[src/rtl/ram_pkg.sv]
// Shared definitions for initiators of the 128x8 single-port synchronous RAM.
package ram_pkg;

  localparam int AW    = 7;
  localparam int DW    = 8;
  localparam int DEPTH = 1 << AW;

  typedef enum logic [1:0] {
    IDLE  = 2'd0,
    READ  = 2'd1,
    WRITE = 2'd2,
    DONE  = 2'd3
  } ram_state_e;

endpackage

[src/rtl/ram_copier.sv]
// Block copy sequencer driving a single-port RAM; fill mode is compiled in
// with the RAM_COPIER_FILL_EN macro.
module ram_copier
  import ram_pkg::*;
(
  input  logic                 clk,
  input  logic                 rst,
  input  logic                 start,
  input  logic [ram_pkg::AW-1:0] src_addr,
  input  logic [ram_pkg::AW-1:0] dst_addr,
  input  logic [ram_pkg::AW:0]   len,
  input  logic                 fill,
  input  logic [ram_pkg::DW-1:0] pattern,
  output logic                 busy,
  output logic                 done,
  output logic [ram_pkg::AW-1:0] mem_addr,
  output logic                 mem_en,
  output logic                 mem_we,
  output logic [ram_pkg::DW-1:0] mem_wdata,
  input  logic [ram_pkg::DW-1:0] mem_rdata
);

  ram_state_e    state_q, state_d;
  logic [AW:0]   cnt_q;
  logic [AW:0]   cnt_next;
  logic [AW:0]   len_q;
  logic [AW-1:0] src_q;
  logic [AW-1:0] dst_q;

`ifdef RAM_COPIER_FILL_EN
  logic          fill_q;
  logic [DW-1:0] pat_q;
`else
  logic          unused_fill_inputs;
  assign unused_fill_inputs = ^{fill, pattern};
`endif

  assign cnt_next = cnt_q + {{AW{1'b0}}, 1'b1};

  always_ff @(posedge clk) begin
    if (!rst) begin
      state_q <= IDLE;
      cnt_q   <= '0;
      len_q   <= '0;
      src_q   <= '0;
      dst_q   <= '0;
`ifdef RAM_COPIER_FILL_EN
      fill_q  <= 1'b0;
      pat_q   <= '0;
`endif
    end else begin
      state_q <= state_d;
      if (state_q == IDLE && start) begin
        // Request parameters are captured once; inputs may change afterwards.
        src_q <= src_addr;
        dst_q <= dst_addr;
        len_q <= len;
        cnt_q <= '0;
`ifdef RAM_COPIER_FILL_EN
        fill_q <= fill;
        pat_q  <= pattern;
`endif
      end else if (state_q == WRITE) begin
        cnt_q <= cnt_next;
      end
    end
  end

  always_comb begin
    state_d = state_q;
    case (state_q)
      IDLE: begin
        if (start) begin
          if (len == '0)
            state_d = DONE;
`ifdef RAM_COPIER_FILL_EN
          else if (fill)
            state_d = WRITE;
`endif
          else
            state_d = READ;
        end
      end
      READ:  state_d = WRITE;
      WRITE: begin
        if (cnt_next < len_q) begin
`ifdef RAM_COPIER_FILL_EN
          state_d = fill_q ? WRITE : READ;
`else
          state_d = READ;
`endif
        end else begin
          state_d = DONE;
        end
      end
      DONE:    state_d = IDLE;
      default: state_d = IDLE;
    endcase
  end

  // Outputs decode only registered state, so start never reaches the RAM port.
  always_comb begin
    busy      = 1'b0;
    done      = 1'b0;
    mem_en    = 1'b0;
    mem_we    = 1'b0;
    mem_addr  = '0;
    mem_wdata = '0;
    case (state_q)
      READ: begin
        busy     = 1'b1;
        mem_en   = 1'b1;
        mem_addr = src_q + cnt_q[AW-1:0];
      end
      WRITE: begin
        busy     = 1'b1;
        mem_en   = 1'b1;
        mem_we   = 1'b1;
        mem_addr = dst_q + cnt_q[AW-1:0];
`ifdef RAM_COPIER_FILL_EN
        mem_wdata = fill_q ? pat_q : mem_rdata;
`else
        mem_wdata = mem_rdata;
`endif
      end
      DONE:    done = 1'b1;
      default: ;
    endcase
  end

endmodule

[config.mk]
export PLATFORM = sky130hd
export DESIGN_NAME = ram_copier
export DESIGN_NICKNAME = d
export VERILOG_FILES = /design/src/rtl/ram_pkg.sv /design/src/rtl/ram_copier.sv
export SDC_FILE = /design/constraint.sdc
export NUM_CORES = 1
export LEC_CHECK = 0
export ABC_AREA = 1
export BUFFER_PORTS_ARGS = -buffer_cell sky130_fd_sc_hd__buf_2
export CORE_MARGIN = 2
export CORE_UTILIZATION = 55
export DETAILED_ROUTE_END_ITERATION = 10
export GPL_ROUTABILITY_DRIVEN = 0
export PLACE_DENSITY_LB_ADDON = 0.25
export SLEW_MARGIN = 40
export SYNTH_ARGS = -nofsm -noshare
export SYNTH_HDL_FRONTEND = slang
export SYNTH_SLANG_ARGS = --single-unit
[constraint.sdc]
create_clock -name clk -period 4.3 [get_ports clk]
set_input_delay 0.86 -clock clk [delete_from_list [all_inputs] [get_ports clk]]
set_output_delay 0.86 -clock clk [all_outputs]
set_load 0.03 [all_outputs]
Word level (Yosys, flattened, before mapping)

Cells that the tools add are included.

Add/subtract/negate cells: 3
Order comparisons: 1
Equal/unequal tests: 4
Muxes and demuxes: 9
Bitwise logic cells: 1
Reduce and logical (&&, ||, !) cells: 5

Operators with widths:

| cell                                                                  | number |
|---|---|
| 7-bit adder                                                           | 2 |
| 7-bit case mux with 2 select lines                                    | 1 |
| 8-bit by 1-bit adder with 8-bit output, second input constant         | 1 |
| 8-bit logical NOT                                                     | 1 |
| 8-bit < comparator                                                    | 1 |
| 8-bit 2-to-1 mux                                                      | 1 |
| 2-bit case mux with 4 select lines                                    | 1 |
| 2-bit 2-to-1 mux                                                      | 3 |
| 2-bit equality test, second input constant                            | 2 |
| 2-bit OR reduction                                                    | 2 |
| 1-bit 2-to-1 mux                                                      | 3 |
| 2-bit by 1-bit equality test with 1-bit output, second input constant | 1 |
| 2-bit logical NOT                                                     | 1 |
| 2-bit != test, second input constant                                  | 1 |
| 1-bit logical AND                                                     | 1 |
| 1-bit NOT                                                             | 1 |

Register bits: 32
Input bits: 42
Output and inout bits: 19
Logic and storage cells: 28

Depth between registers and ports, before layout

Depth after elaboration: 4
Depth in mapped cells: 16
Mapped depth without buffers: 15

Worst setup path before layout

Ideal clock, no wire load.

Path type: flip-flop to output port
From: reg state_q[0]
To: out mem_addr[6] in the netlist's numbering
Arrival: 2.816 ns
Required time: 3.440 ns
Setup slack: 0.624 ns
Cell stages (with the launch flop): 17
Path buffers: 2
Path through: dfxtp_1 inv_1 ha_1 buf_2 inv_1 buf_2 nand2_1 nand2_1 ha_1 fa_1 nand3_1 nand3_1 nand2_1 nand2_1 a21oi_1 xor2_1 nor2_1

Cells in the longest elaborated chain, start to end: 2

RTL lines:

| item                                                                                         | RTL line          | text |
|---|---|---|
| from (decl)                                                                                  | ram_copier.sv:23  | `ram_state_e state_q, state_d;` |
| from (signal assigned)                                                                       | ram_copier.sv:52  | `state_q <= state_d;` |
| 2-bit equality test / 2-bit by 1-bit equality test with 1-bit output (equally long branches) | ram_copier.sv:109 | `case (state_q)` |
| 7-bit case mux with 2 select lines *                                                         | ram_copier.sv:109 |  |
| to (decl)                                                                                    | ram_copier.sv:16  | `output logic [ram_pkg::AW-1:0] mem_addr,` |

Mark *: on every way between the ends. The rest lies on a longest branch, timed or not.

Final worst setup path

Same ends and word-level chain as after synthesis.

==> impl_metrics.csv <==
group,metric,value,unit
critical_path,crit_slowest_cell,"fa_1",
clock_network,cts.sinks,32,
timing,grt_setup_unrepaired,"no",
synth,ys_ff_latch,32,
critical_path,cp_cell_sequence,"inv_1 > ha_2 > inv_1 > nand2_1 > nand2_1 > ha_1 > fa_1 > nand3_1 > nand3_1 > nand2_1 > nand2_1 > a21oi_1 > xor2_1 > nor2_1 > buf_2",
critical_path,cp_slowest_stage_delay,0.41,ns
min_path,hold_path_depth,2,
timing,fin_crit,3.89,ns
critical_path,rrSetupSlack,1.71,ns
timing,period_share,90.5,%
synth,async_flop_share,0,%
synth,synth_cell_types,26,
synth,ys_top_cells_by_area,"dfxtp_1 33%, ha_1 12%, nand2_1 12%",
final_layout,syn2layout_area_growth,16.9,%
route,dr.pass1.iters,4,
clock_network,root_buffer,"clkbuf_4",
power,leakagePower,1.26,nW
synth,syn_area_per_cell,6.90,um2
synth,synth_commonest_cells,"59 x nand2_1, 41 x nor2_1, 37 x inv_1",
clock_network,cts.clk_slew.worst_paths,0.10,ns
critical_path,path_common_cell,"nand2_1",
clock_network,cts_tree,"yes",
critical_path,crit_start,"state_q[0]",
critical_path,reg2reg_to,"cnt_q[6]",
clock_network,clock_path_buffers,2,
global_routing,antenna_found_initial,0,
synth,synthFlopType,"dfxtp_1",
route,drt_iter0_markers,40,
synth,synth_edf_count,0,
final_layout,final.fill_count,323,
global_routing,grt_pass1_wl,6.91,mm
critical_path,cp.depth,15,
critical_path,crit_family,"adder cells",
critical_path,path_class,"reg2out",
final_layout,num_antenna_cells,0,
min_path,hold_path.class,"reg2reg",
synth,syn_area,0.00192,mm2
clock_network,numCtsBuffers,5,
clock_network,postCtsSetupBuffers,0,
timing,setup_violations,0,
clock_network,worstSkewPairLatency,0.34,ns
synth,synth.top_cell.area_share,33.4,%
timing,skew,0.00622,ns
die,dieWidth,63.1,um
power,power_density,358,mW/mm2
clock_network,htree_levels,2,
die,core_area,0.00334,mm2
global_routing,grt_max_degree,31,
placement,io_buffers,51,
critical_path,reg2reg_depth,9,
final_layout,nNetsFinal,388,
timing,setup_tns,0,ns
power,ir_drop,0.292,mV
critical_path,worst-path-buf-inv,3,
critical_path,crit_end,"mem_addr[6]",
critical_path,required,3.44,ns
timing,finalHoldViolations,0,
critical_path,rr_startpoint,"state_q[1]",
global_routing,overflow,0,
route,ant_nets,0,
placement,dpl.hpwl,3.08,mm
route,wl_per_cell,10.5,um
synth,synth_cells,278,
route,vias_per_cell,4.91,
global_routing,gr-usage-all-layers,21.7,%
timing,fmax,257,MHz
critical_path,endpoint_kind,"primary output",
timing,whs,0.470,ns
critical_path,cp-start-kind,"register",
route,num_vias,1831,
synth,synth_top_cell_by_area,"dfxtp_1",
outcome,status,"complete, no violations",
synth,synth_nets,339,
final_layout,register_area,641,um2
global_routing,grt_pass1_vias,1701,
die,initial_core_util,57.5,%
synth,yosysWarningCount,0,
job,cap_violations,0,
final_layout,multi_input_area,0.00108,mm2
synth,yosysMostFrequentCell,"nand2_1",
timing,final_max_slew_viol_count,0,
critical_path,cp_max_fo,13,
die,dieArea,0.00398,mm2
timing,tightest_slew,0.754,ns
final_layout,drive_above_1_share,20.8,%
route,drc,0,
die,num_io_pins,61,
critical_path,critPathArrivalTime,3.03,ns
route,routed_wirelength,3.94,mm
die,row_count,21,
synth,ys_seq_area_share,33.4,%
die,fp.dieH,63.1,um
timing,slew_headroom,49.6,%
==> worst register-to-register path: cells and delay by family, from the launching register on <==
family | cells | cell delay [ns]
flops | 1 | 0.41
simple gates | 2 | 0.94
compound gates | 2 | 0.23
fa+ha+maj | 1 | 0.20
buf+inv | 4 | 0.75
==> state kept, by name, summed over array words and instances, names as in the netlist <==
register,count
len_q,8
state_q,2
cnt_q,8
dst_q,7
src_q,7
==> routing by layer <==
| layer | vias to the layer above | wire (um) | global-route usage [%] |
|---|---|---|---|
| li1 | 970 | - | - |
| met1 | 801 | 1790 | 24.7 |
| met2 | 54 | 1820 | 39.2 |
| met3 | 6 | 283 | 6.07 |
| met4 | 0 | 41 | 6.67 |
| met5 | - | 0 | 0 |
==> cell type report <==
type	count	share of cell area [%]
multi-input cells	196	48.3
flip-flops and latches	32	28.5
repair buffers	53	12.0
inverters	39	6.52
well taps	46	2.56
clock buffers	6	1.84
clock inverters	1	0.223
==> layout by cell type (no fill, tap or decap) <==
| master | Yosys | layout |
|---|---|---|
| a211oi_1 | 1 | 1 |
| a21oi_1 | 22 | 22 |
| buf_2 | 5 | 51 |
| buf_4 | 1 | 2 |
| clkbuf_1 | 4 | 1 |
| clkbuf_4 | 0 | 5 |
| clkinv_2 | 0 | 1 |
| dfxtp_1 | 32 | 32 |
| fa_1 | 1 | 1 |
| ha_1 | 18 | 17 |
| ha_2 | 0 | 1 |
| inv_1 | 37 | 37 |
| inv_2 | 2 | 2 |
| nand2_1 | 59 | 59 |
| nand2_2 | 1 | 1 |
| nand3_1 | 5 | 5 |
| nand3b_1 | 1 | 1 |
| nand4_2 | 1 | 1 |
| nor2_1 | 41 | 41 |
| nor2_4 | 2 | 2 |
| nor3_1 | 2 | 2 |
| nor4_1 | 1 | 1 |
| o21a_1 | 1 | 1 |
| o21ai_0 | 30 | 30 |
| o21ai_2 | 1 | 1 |
| xnor2_1 | 2 | 2 |
| xor2_1 | 6 | 6 |
| xor2_2 | 1 | 1 |
==> per-stage QoR <==
step	setup slack (ns)	utilization [%]	area (um2)	cells	power, mW
finish	0.408	67.3	2240	373	0.803
global placement	0.675	65.8	2200	366	0.643
floorplan	0.624	-	1920	278	0.579
global route	0.0993	67.3	2240	373	0.870
detailed placement	0.596	65.8	2200	366	0.652
CTS	0.235	67.2	2240	373	0.809
==> worst min-delay path by stage <==
stage,from,endpoint,slack (ns)
2_1_floorplan,len_q[1],len_q[1],0.43
3_3_place_gp,len_q[1],len_q[1],0.45
3_5_place_dp,len_q[3],len_q[3],0.46
4_1_cts,len_q[3],len_q[3],0.47
5_1_grt,len_q[3],len_q[3],0.50
6_report,len_q[5],len_q[5],0.47
==> kinds of logic (layout without fill, tap and decap cells) <==
| family | Yosys count | in the layout | share of synthesized area, % |
|---|---|---|---|
| AOI/OAI and AO/OA | 55 | 55 | 14.8 |
| xor gates and xnor gates | 9 | 9 | 4.50 |
| adders and majority gates | 19 | 19 | 12.8 |
| buffers and inverters | 50 | 99 | 10.3 |
| DFF | 32 | 32 | 33.4 |
| and+or+nand+nor | 113 | 113 | 24.3 |
==> where the power goes <==
part | switching (mW) | internal (mW) | leakage [nW]
Sequential | 0.0220 | 0.333 | 0.263
Clock | 0.0992 | 0.0601 | 0.0281
Combinational | 0.190 | 0.0989 | 0.969
==> what timing repair did <==
action / 4_1_cts / 5_1_grt
setup endpoints to repair: 0 / 1
hold buffers: 0 / 0
gates resized for setup: 0 / 1
(Power assumes the default switching activity.)
